**src/rtl/qpi_arb_pkg.sv**
```systemverilog
// rtl/qpi_arb_pkg.sv - shared types and constants for the QPI bus arbiter
// Purpose: arbiter state encoding, master index constants and the round-robin pick helper.
// Ports: none (package).
package qpi_arb_pkg;

  typedef enum logic [1:0] {
    IDLE = 2'd0,
    OWN0 = 2'd1,
    OWN1 = 2'd2,
    GAP  = 2'd3
  } arb_state_t;

  localparam int M_FLASH = 0;
  localparam int M_ML    = 1;

  // One-hot choice among the requesters; on a tie the master that did not own
  // the bus last wins. Returns 2'b00 when nobody is requesting.
  function automatic logic [1:0] pick_master(input logic [1:0] req, input logic last);
    logic [1:0] choice;
    if (req == 2'b11) begin
      choice = last ? 2'b01 : 2'b10;
    end else begin
      choice = req;
    end
    return choice;
  endfunction

endpackage

```
**src/rtl/qpi_pin_mux.sv**
```systemverilog
// rtl/qpi_pin_mux.sv - registered owner select of the shared QPI pad outputs
// Purpose: drives the pads from the selected master one cycle later; idles the pads when
//          no master is selected (all csb high, clk low, outputs disabled).
// Ports:
//   clk, resetn            clock, asynchronous active-low reset (pads idle in reset)
//   sel[1:0]               one-hot owner for the coming cycle, 2'b00 = idle
//   m_csb/m_clk[1:0]       master chip selects / serial clocks
//   m_do/m_oe[7:0]         master data / enables, [3:0]=M0, [7:4]=M1
//   pad_csb[1:0]           [0]=flash_csb, [1]=ml_csb
//   pad_clk, pad_do, pad_oe  shared QPI pins
module qpi_pin_mux
  import qpi_arb_pkg::*;
(
  input  logic       clk,
  input  logic       resetn,
  input  logic [1:0] sel,
  input  logic [1:0] m_csb,
  input  logic [1:0] m_clk,
  input  logic [7:0] m_do,
  input  logic [7:0] m_oe,
  output logic       pad_clk,
  output logic [1:0] pad_csb,
  output logic [3:0] pad_do,
  output logic [3:0] pad_oe
);

  always_ff @(posedge clk or negedge resetn) begin
    if (!resetn) begin
      pad_csb <= 2'b11;
      pad_clk <= 1'b0;
      pad_do  <= 4'h0;
      pad_oe  <= 4'h0;
    end else if (sel[M_FLASH]) begin
      pad_csb <= {1'b1, m_csb[M_FLASH]};
      pad_clk <= m_clk[M_FLASH];
      pad_do  <= m_do[3:0];
      pad_oe  <= m_oe[3:0];
    end else if (sel[M_ML]) begin
      pad_csb <= {m_csb[M_ML], 1'b1};
      pad_clk <= m_clk[M_ML];
      pad_do  <= m_do[7:4];
      pad_oe  <= m_oe[7:4];
    end else begin
      pad_csb <= 2'b11;
      pad_clk <= 1'b0;
      pad_do  <= 4'h0;
      pad_oe  <= 4'h0;
    end
  end

endmodule

```
**src/rtl/qpi_bus_arbiter.sv**
```systemverilog
// rtl/qpi_bus_arbiter.sv - round-robin sharing of one QPI pin set between flash XIP and ML masters
// Purpose: grants the bus, routes the owner's pins through qpi_pin_mux and inserts a
//          CS_GAP-cycle idle gap on every handover.
// Optional feature macro: QPI_ARB_TIMEOUT_EN (forced revoke after MAX_HOLD owned cycles).
// Ports:
//   clk, resetn            clock, asynchronous active-low reset
//   m_req[1:0]             bus requests, [0]=flash, [1]=ML
//   m_gnt[1:0]             registered one-hot grant
//   m_csb/m_clk[1:0]       master chip selects / serial clocks
//   m_do/m_oe[7:0]         master data / enables, [3:0]=M0, [7:4]=M1
//   m_di[3:0]              pad input data to both masters (combinational)
//   pad_clk/pad_csb/pad_do/pad_oe  registered pad outputs
//   pad_di[3:0]            pad input data
//   arb_timeout            one-cycle pulse on forced revoke
module qpi_bus_arbiter
  import qpi_arb_pkg::*;
#(
  parameter int CS_GAP   = 2,
  parameter int MAX_HOLD = 4096
) (
  input  logic       clk,
  input  logic       resetn,
  input  logic [1:0] m_req,
  output logic [1:0] m_gnt,
  input  logic [1:0] m_csb,
  input  logic [1:0] m_clk,
  input  logic [7:0] m_do,
  input  logic [7:0] m_oe,
  output logic [3:0] m_di,
  output logic       pad_clk,
  output logic [1:0] pad_csb,
  output logic [3:0] pad_do,
  output logic [3:0] pad_oe,
  input  logic [3:0] pad_di,
  output logic       arb_timeout
);

  localparam int              GAP_W    = $clog2(CS_GAP + 1);
  localparam logic [GAP_W-1:0] GAP_LAST = GAP_W'(CS_GAP - 1);

  if (CS_GAP < 1 || MAX_HOLD < 1) begin : g_param_check
    $error("qpi_bus_arbiter: CS_GAP and MAX_HOLD must both be at least 1");
  end

  arb_state_t       state, state_nx;
  logic             last_q, last_nx;   // index of the master granted most recently
  logic [GAP_W-1:0] gap_cnt, gap_nx;
  logic [1:0]       pick;
  logic [1:0]       gnt_nx;
  logic             owning;
  logic             own_idx;
  logic             release_own;
  logic             revoke;
  logic             arbitrate;

  assign m_di        = pad_di;
  assign owning      = (state == OWN0) || (state == OWN1);
  assign own_idx     = (state == OWN1);
  // Dropping the request alone is not enough: the owner keeps the bus until its
  // own chip select is high, so a transaction is never cut short.
  assign release_own = !m_req[own_idx] && m_csb[own_idx];
  assign pick        = pick_master(m_req, last_q);

  always_comb begin
    state_nx  = state;
    gap_nx    = gap_cnt;
    last_nx   = last_q;
    arbitrate = 1'b0;
    unique case (state)
      IDLE: arbitrate = 1'b1;
      OWN0, OWN1: begin
        if (release_own || revoke) begin
          state_nx = GAP;
          gap_nx   = '0;
        end
      end
      GAP: begin
        // The last gap cycle doubles as the arbitration slot, so the handover
        // shows exactly CS_GAP cycles of no grant.
        if (gap_cnt == GAP_LAST) begin
          arbitrate = 1'b1;
        end else begin
          gap_nx = gap_cnt + 1'b1;
        end
      end
      default: state_nx = IDLE;
    endcase
    if (arbitrate) begin
      if (pick[M_FLASH]) begin
        state_nx = OWN0;
        last_nx  = 1'(M_FLASH);
      end else if (pick[M_ML]) begin
        state_nx = OWN1;
        last_nx  = 1'(M_ML);
      end else begin
        state_nx = IDLE;
      end
    end
  end

  assign gnt_nx = {state_nx == OWN1, state_nx == OWN0};

  always_ff @(posedge clk or negedge resetn) begin
    if (!resetn) begin
      state   <= IDLE;
      last_q  <= 1'(M_ML);
      gap_cnt <= '0;
      m_gnt   <= 2'b00;
    end else begin
      state   <= state_nx;
      last_q  <= last_nx;
      gap_cnt <= gap_nx;
      m_gnt   <= gnt_nx;
    end
  end

`ifdef QPI_ARB_TIMEOUT_EN
  localparam int               HOLD_W     = $clog2(MAX_HOLD + 1);
  localparam logic [HOLD_W-1:0] HOLD_LIMIT = HOLD_W'(MAX_HOLD);
  localparam logic [HOLD_W-1:0] HOLD_LAST  = HOLD_W'(MAX_HOLD - 1);

  logic [HOLD_W-1:0] hold_cnt;   // owned cycles already completed, saturating

  // The current owned cycle is the MAX_HOLD-th one; give way only if the other
  // master is actually waiting.
  assign revoke = (hold_cnt >= HOLD_LAST) && m_req[!own_idx];

  always_ff @(posedge clk or negedge resetn) begin
    if (!resetn) begin
      hold_cnt    <= '0;
      arb_timeout <= 1'b0;
    end else begin
      arb_timeout <= owning && !release_own && revoke;
      if (arbitrate && (gnt_nx != 2'b00)) begin
        hold_cnt <= '0;
      end else if (owning && (hold_cnt != HOLD_LIMIT)) begin
        hold_cnt <= hold_cnt + 1'b1;
      end
    end
  end
`else
  assign revoke      = 1'b0;
  assign arb_timeout = 1'b0;
`endif

  qpi_pin_mux u_pin_mux (
    .clk     (clk),
    .resetn  (resetn),
    .sel     (gnt_nx),
    .m_csb   (m_csb),
    .m_clk   (m_clk),
    .m_do    (m_do),
    .m_oe    (m_oe),
    .pad_clk (pad_clk),
    .pad_csb (pad_csb),
    .pad_do  (pad_do),
    .pad_oe  (pad_oe)
  );

endmodule
```
**config.mk**
```make
export PLATFORM = sky130hd
export DESIGN_NAME = qpi_bus_arbiter
export DESIGN_NICKNAME = d
export VERILOG_FILES = /design/src/rtl/qpi_arb_pkg.sv /design/src/rtl/qpi_pin_mux.sv /design/src/rtl/qpi_bus_arbiter.sv
export SDC_FILE = /design/constraint.sdc
export NUM_CORES = 1
export LEC_CHECK = 0
export ABC_AREA = 1
export ABC_CLOCK_PERIOD_IN_PS = 3000
export BUFFER_PORTS_ARGS = -buffer_cell sky130_fd_sc_hd__buf_2
export CAP_MARGIN = 30
export CELL_PAD_IN_SITES_DETAIL_PLACEMENT = 1
export CELL_PAD_IN_SITES_GLOBAL_PLACEMENT = 1
export CORE_MARGIN = 3
export CORE_UTILIZATION = 34
export DETAILED_ROUTE_END_ITERATION = 10
export PLACE_DENSITY_LB_ADDON = 0.1
export SETUP_SLACK_MARGIN = 0.02
export SYNTH_ARGS = -nofsm -noshare
export SYNTH_HDL_FRONTEND = slang
export SYNTH_SLANG_ARGS = --single-unit
export TNS_END_PERCENT = 1
```
**constraint.sdc**
```tcl
create_clock -name clk -period 3 [get_ports clk]
set_input_delay 0.6 -clock clk [delete_from_list [all_inputs] [get_ports clk]]
set_output_delay 0.6 -clock clk [all_outputs]
set_load 0.05 [all_outputs]
```
After elaboration in Yosys (flattened, before gate mapping). Cells that the tools add are included.

Add/sub/neg operators: 1. $lt $le $gt $ge: 1. Equality and inequality tests: 9. Multiplexer cells: 26. Reductions and logical operators: 8.

Operators by type and width (count): $mux W2 (11); $mux W4 (4); $mux W1 (9); $eq A2 B2 Y1 const B (4); $eq A2 B1 Y1 const B (3); $ne A2 B2 Y1 const B (2); $pmux W2 S2 (1); $reduce_bool A2 Y1 (2); $reduce_and A3 Y1 (1); $add A2 B1 Y2 const B (1); $logic_not A2 Y1 (1); $lt A1 B2 Y1 const B (1); $pmux W1 S2 (1); $reduce_and A2 Y1 (1); $reduce_or A2 Y1 (1); $logic_and A1 B1 Y1 (1); $logic_not A1 Y1 (1).

Flip-flop bits (word level): 18. Input bits: 28. Output and inout port bits: 18. Word-level logic and storage cells: 53.

Depth between registers and ports, before layout.
Word-level depth: 11. Gate-level depth with buffers: 10. Gate-level depth less buffers: 10.

Hierarchy. From an unflattened synthesis, not the netlist that was laid out.

Cells, all modules: 108. Area total of the unflattened synthesis: 1023.5 µm².

By module, submodules not included: qpi_pin_mux (times used 1, cells an instance 44, area an instance 523.0 µm², seq. area each 277.8 µm²); qpi_bus_arbiter (times used 1, cells an instance 64, area an instance 500.5 µm², seq. area each 176.4 µm²).

Worst setup path before layout. No wires, ideal clock.

Kind: flip-flop to flip-flop. From: register state[0]. To: register u_pin_mux.pad_clk. Library setup time: 0.117 ns. Arrival: 1.332 ns. Data required time: 2.883 ns. Slack: 1.550 ns. Cell stages (with the launch flop): 10. Path buffers: 1. Clock period less this slack: 1.450 ns. Cell sequence: dfrtp_1 inv_1 ha_1 inv_1 nand2_2 nand2_2 nand3_2 buf_6 nand3_1 nand2_1.

Word-level cells in the longest chain between the ends: 11. Elaborated cells on any way between the ends: 19. Classes of those cells: 5 x eq/ne; 10 x mux; 4 x reduce/logical.

Ends and longest elaborated chain: start: declaration (RTL line qpi_bus_arbiter.sv:45) `arb_state_t state, state_nx;`; start signal: assignment (RTL line qpi_bus_arbiter.sv:110) `state <= state_nx;`; $eq A2 B2 Y1 (RTL line qpi_bus_arbiter.sv:58, qpi_bus_arbiter.sv:69); $mux W1 (not written as such) (2 in a row) (RTL line qpi_bus_arbiter.sv:61) `assign release_own = !m_req[own_idx] && m_csb[own_idx];`; $logic_not A1 Y1 (RTL line qpi_bus_arbiter.sv:61); $logic_and A1 B1 Y1 (RTL line qpi_bus_arbiter.sv:61); $mux W2 (RTL line qpi_bus_arbiter.sv:72) `if (release_own || revoke) begin`; $mux W2 (RTL line qpi_bus_arbiter.sv:69) `unique case (state)`; $mux W2 * (RTL line qpi_bus_arbiter.sv:88) `if (arbitrate) begin`; via state_nx[0] (RTL line qpi_bus_arbiter.sv:45); $eq A2 B2 Y1 (RTL line qpi_bus_arbiter.sv:101) `assign gnt_nx = {state_nx == OWN1, state_nx == OWN0};`; $mux W1 (RTL line qpi_pin_mux.sv:38) `end else if (sel[M_ML]) begin`; $mux W1 * (RTL line qpi_pin_mux.sv:33) `end else if (sel[M_FLASH]) begin`; end signal: assignment (RTL line qpi_pin_mux.sv:35) `pad_clk <= m_clk[M_FLASH];`; end signal: assignment (RTL line qpi_pin_mux.sv:40) `pad_clk <= m_clk[M_ML];`; end: declaration (RTL line qpi_pin_mux.sv:21) `output logic pad_clk,`.

Mark *: on every way through the listed nets, which the timed path passes. The rest lies on a longest branch. The select of a mux whose other input is x is not followed. A chain may end at the register's enable or synchronous reset.

Final worst setup path.
From: register u_pin_mux.pad_csb[0]. To: output port pad_csb[0].

RTL lines: start: declaration (RTL line qpi_pin_mux.sv:22) `output logic [1:0] pad_csb,`; start signal: assignment (RTL line qpi_pin_mux.sv:34) `pad_csb <= {1'b1, m_csb[M_FLASH]};`; start signal: assignment (RTL line qpi_pin_mux.sv:39) `pad_csb <= {m_csb[M_ML], 1'b1};`; end: declaration (RTL line qpi_bus_arbiter.sv:31) `output logic [1:0] pad_csb,`.

No word-level cell between the ends.

==> results <==
- The run finished with clean final reports.
- The number of warning messages in the yosys log is 0.
- The row count is 18.
- At the worst endpoint, the required time is approximately 2400 ps.
- The clock edge transition at the registers on the reported setup and hold paths is ~100 ps.
- The shortest clock period the worst path allows after layout is 1660 ps.
- The kind of start point of the critical path is a flop.
- The area of the die is about 3400 sq um.
- The tool flagged a number of max-cap violations equal to 0.
- In this run the remaining antenna-violating nets after routing total 0.
- For this run the aggregate overflow at the end of global routing stands at 0.
- The post-CTS setup buffer count is 0.
- The first-pass GRT wire length is roughly 3500 um.
- The congestion estimate from routability-driven global placement came to 0.835.
- The number of global-route vias before repair is 815.
- The final worst clock skew is 7.89 ps.
- The worst-case IR drop observed on VDD is 0.665 mV.
- The share of synthesized area occupied by flip-flops and latches is 48.9%.
- The die is between 50 and 60 um tall.
- A synthesized cell averages 8.84 sq um.
- The classification of the worst setup path is reg -> out.
- After detailed routing, the number of vias per cell comes to about 4.8.
- The number of buffers created by CTS is 3.
- The longest individual stage delay on the worst path is 520 ps.
- The netlist area before placement is 928 sq um.
- The count of inserted antenna diode cells is 0.
- The layout has 325 filler cells.
- The number of slew-limit violations in the final report is 0.
- In the final layout, flip-flops and latches occupy 454 sq um.
- The worst path uses 55.4% of the clock period.
- The kind of path behind the tightest hold check is in -> async.
- The capturing instance or port of the critical path is pad_csb[0].
- The total power density per cell area is 1270 nW/um^2.
- The initial antenna violation count was 0.
- The multi-input combinational cells in the finished layout cover a total of 365 sq um.
- CTS built an H-tree with a depth of 1.
- The layout overhead on the synthesized area is 19.8%.
- The first TritonRoute pass finished after 4 iterations.
- The reg-to-reg startpoint is state[0].
- The most critical setup path has its startpoint at u_pin_mux.pad_csb[0].
- In this run the deepest clock path goes through 2 buffers.
- The TritonCTS sink count is 18.
- Synthesis inferred 18 register bits.
- The total of cells resized after clock tree synthesis is 0.
- The number of violations reported at the end of detailed-routing iteration 0 is 7.
- Setup repair after global routing left no endpoint under its margin.
- Counting both buffers and inverters, the worst setup path holds a total of 1.
- The top cell family by delay on the critical path is flip-flops.
- Global routing used 13.7% of the available tracks across all layers.
- The critical path goes through buf_2.
- The hold violation total from the final report is 0.
- The count of vias placed by the detailed router is 800.
- The worst endpoint data arrival time is between 1000 and 1500 ps.
- Summed over all nets, the half-perimeter wirelength after detailed placement is 1680 um.
- From left edge to right edge, the die measures 58.3 um.
- Clock tree synthesis selected as its root buffer the cell clkbuf_4.
- After the last flow step, the layout net total stands at 171.
- In this run the number of cells on the critical path is 1.
- The standard cell core area is around 2500 sq um.
- Buffers placed on the I/O ports in this run total 36.
- Synthesis produced a netlist with a net count of 137.
- Entering global routing, the biggest net connects 19 pins.
- After detailed routing, the number of remaining DRC violations is 0.
- After synthesis, the netlist uses 18 different library cells.
- The design draws 1420 uW.
- The clock latency on the worst-skew pair is 300 ps.
- The number of buffers inserted for hold repair after clock tree synthesis is 0.
- The kind of capture point of the worst setup path is a primary output.
- In this run the count of I/O pins placed on the die edge is between 40 and 50.
- For this design the static power due to leakage is 0.000653 uW.
- Counting cells, the worst reg-to-reg path comes to 8.
- The maximum fanout along the worst path is 1.
- After detailed routing, the average wire length per cell comes to between 10 and 15 um.
- The count of endpoints failing setup in the final report is 0.
- The register-to-register path setup slack is 1350 ps.
- The maximum clock frequency is 602 MHz.
- The endpoint of the most critical register-to-register path is u_pin_mux.pad_oe[3].
- The sum of routed wire length over all layers is 2060 um.
- The setup TNS after final layout is 0 ps.
- The count of mapped cells out of synthesis is 105.
- The CTS tree is yes.
- The layout cell share with drive strength beyond 1 is 40.6%.
- The initial core utilization is between 30% and 40%.
- The worst-path cell with the longest stage delay is dfstp_2.
==> placed cells by master, fill, tap and decap left out, types with 3 or more instances in the layout <==
| cell | instances |
|---|---|
| buf_2 | 36 |
| clkbuf_4 | 3 |
| dfrtp_1 | 15 |
| dfstp_2 | 3 |
| ha_1 | 4 |
| inv_1 | 11 |
| nand2_1 | 25 |
| nand2_2 | 6 |
| nand3_1 | 20 |
==> final cells by class <==
class / instances / area share, %
Multi-Input combinational cell: 67 / 32.8
Tap cell: 30 / 3.37
Inverter: 13 / 4.39
Timing Repair Buffer: 36 / 16.2
Sequential cell: 18 / 40.8
Clock buffer: 4 / 2.36
==> kinds of logic (layout without fill, tap and decap cells) <==
family | count (synthesis) | in the layout | synth area share [%]
AO/OA/AOI/OAI | 3 | 3 | 1.62
adder cells (fa/ha/maj) | 4 | 4 | 5.39
buffers and inverters | 20 | 53 | 11.7
flip-flops | 18 | 18 | 48.9
other | 1 | 1 | 0.404
AND/OR/NAND/NOR | 59 | 59 | 31.9
==> worst min-delay path by stage <==
stage                                     end  slack [ps]  cells after the start
after floorplan                    gap_cnt[0]         300                      0
after global placement                 last_q         460                      2
after detailed placement               last_q         490                      2
after CTS                 u_pin_mux.pad_do[3]         220                      1
after global routing                 state[1]         220                      1
final                     u_pin_mux.pad_oe[3]         210                      1
==> power by group <==
part | total (uW) | internal (uW) | switching [uW]
Sequential | 398 | 359 | 39.6
Combinational | 892 | 231 | 661
Clock | 125 | 51.8 | 73.6
==> metal layers <==
| layer | vias to the layer above | wire [um] | GRT usage [%] |
|---|---|---|---|
| li1 | 388 | - | - |
| met3 | 9 | 145 | 4.23 |
| met4 | 0 | 41 | 5.96 |
| met1 | 377 | 828 | 16.0 |
| met2 | 26 | 1050 | 23.1 |
| met5 | - | 0 | 0 |
==> state kept, by name, summed over array words and instances (netlist names) <==
name / flops
m_gnt: 2
gap_cnt: 2
u_pin_mux.pad_oe: 4
state: 2
u_pin_mux.pad_csb: 2
u_pin_mux.pad_clk: 1
last_q: 1
u_pin_mux.pad_do: 4
==> metrics by stage <==
stage                     cells  instance area [sq um]  setup WS, ps  util, %  hold slack, ps
after floorplan             105                    928          1550        -             304
after global placement      164                   1090          1390     42.7             462
after detailed placement    164                   1090          1310     42.7             493
after CTS                   168                   1110          1290     43.7             215
after global routing        168                   1110          1160     43.7             224
final                       168                   1110          1340     43.7             207
==> synthesized netlist by cell type, drive strengths merged <==
cell type,count,share of area (%)
nand4,1,0.67
ha,4,5.4
nor2,5,4.2
dfrtp,15,40
conb,1,0.40
nand3,22,13
o21ai,2,1.1
buf,7,6.5
dfstp,3,8.5
inv,13,5.3
a21oi,1,0.54
nand2,31,14
Power figures use the tool's default switching activity.
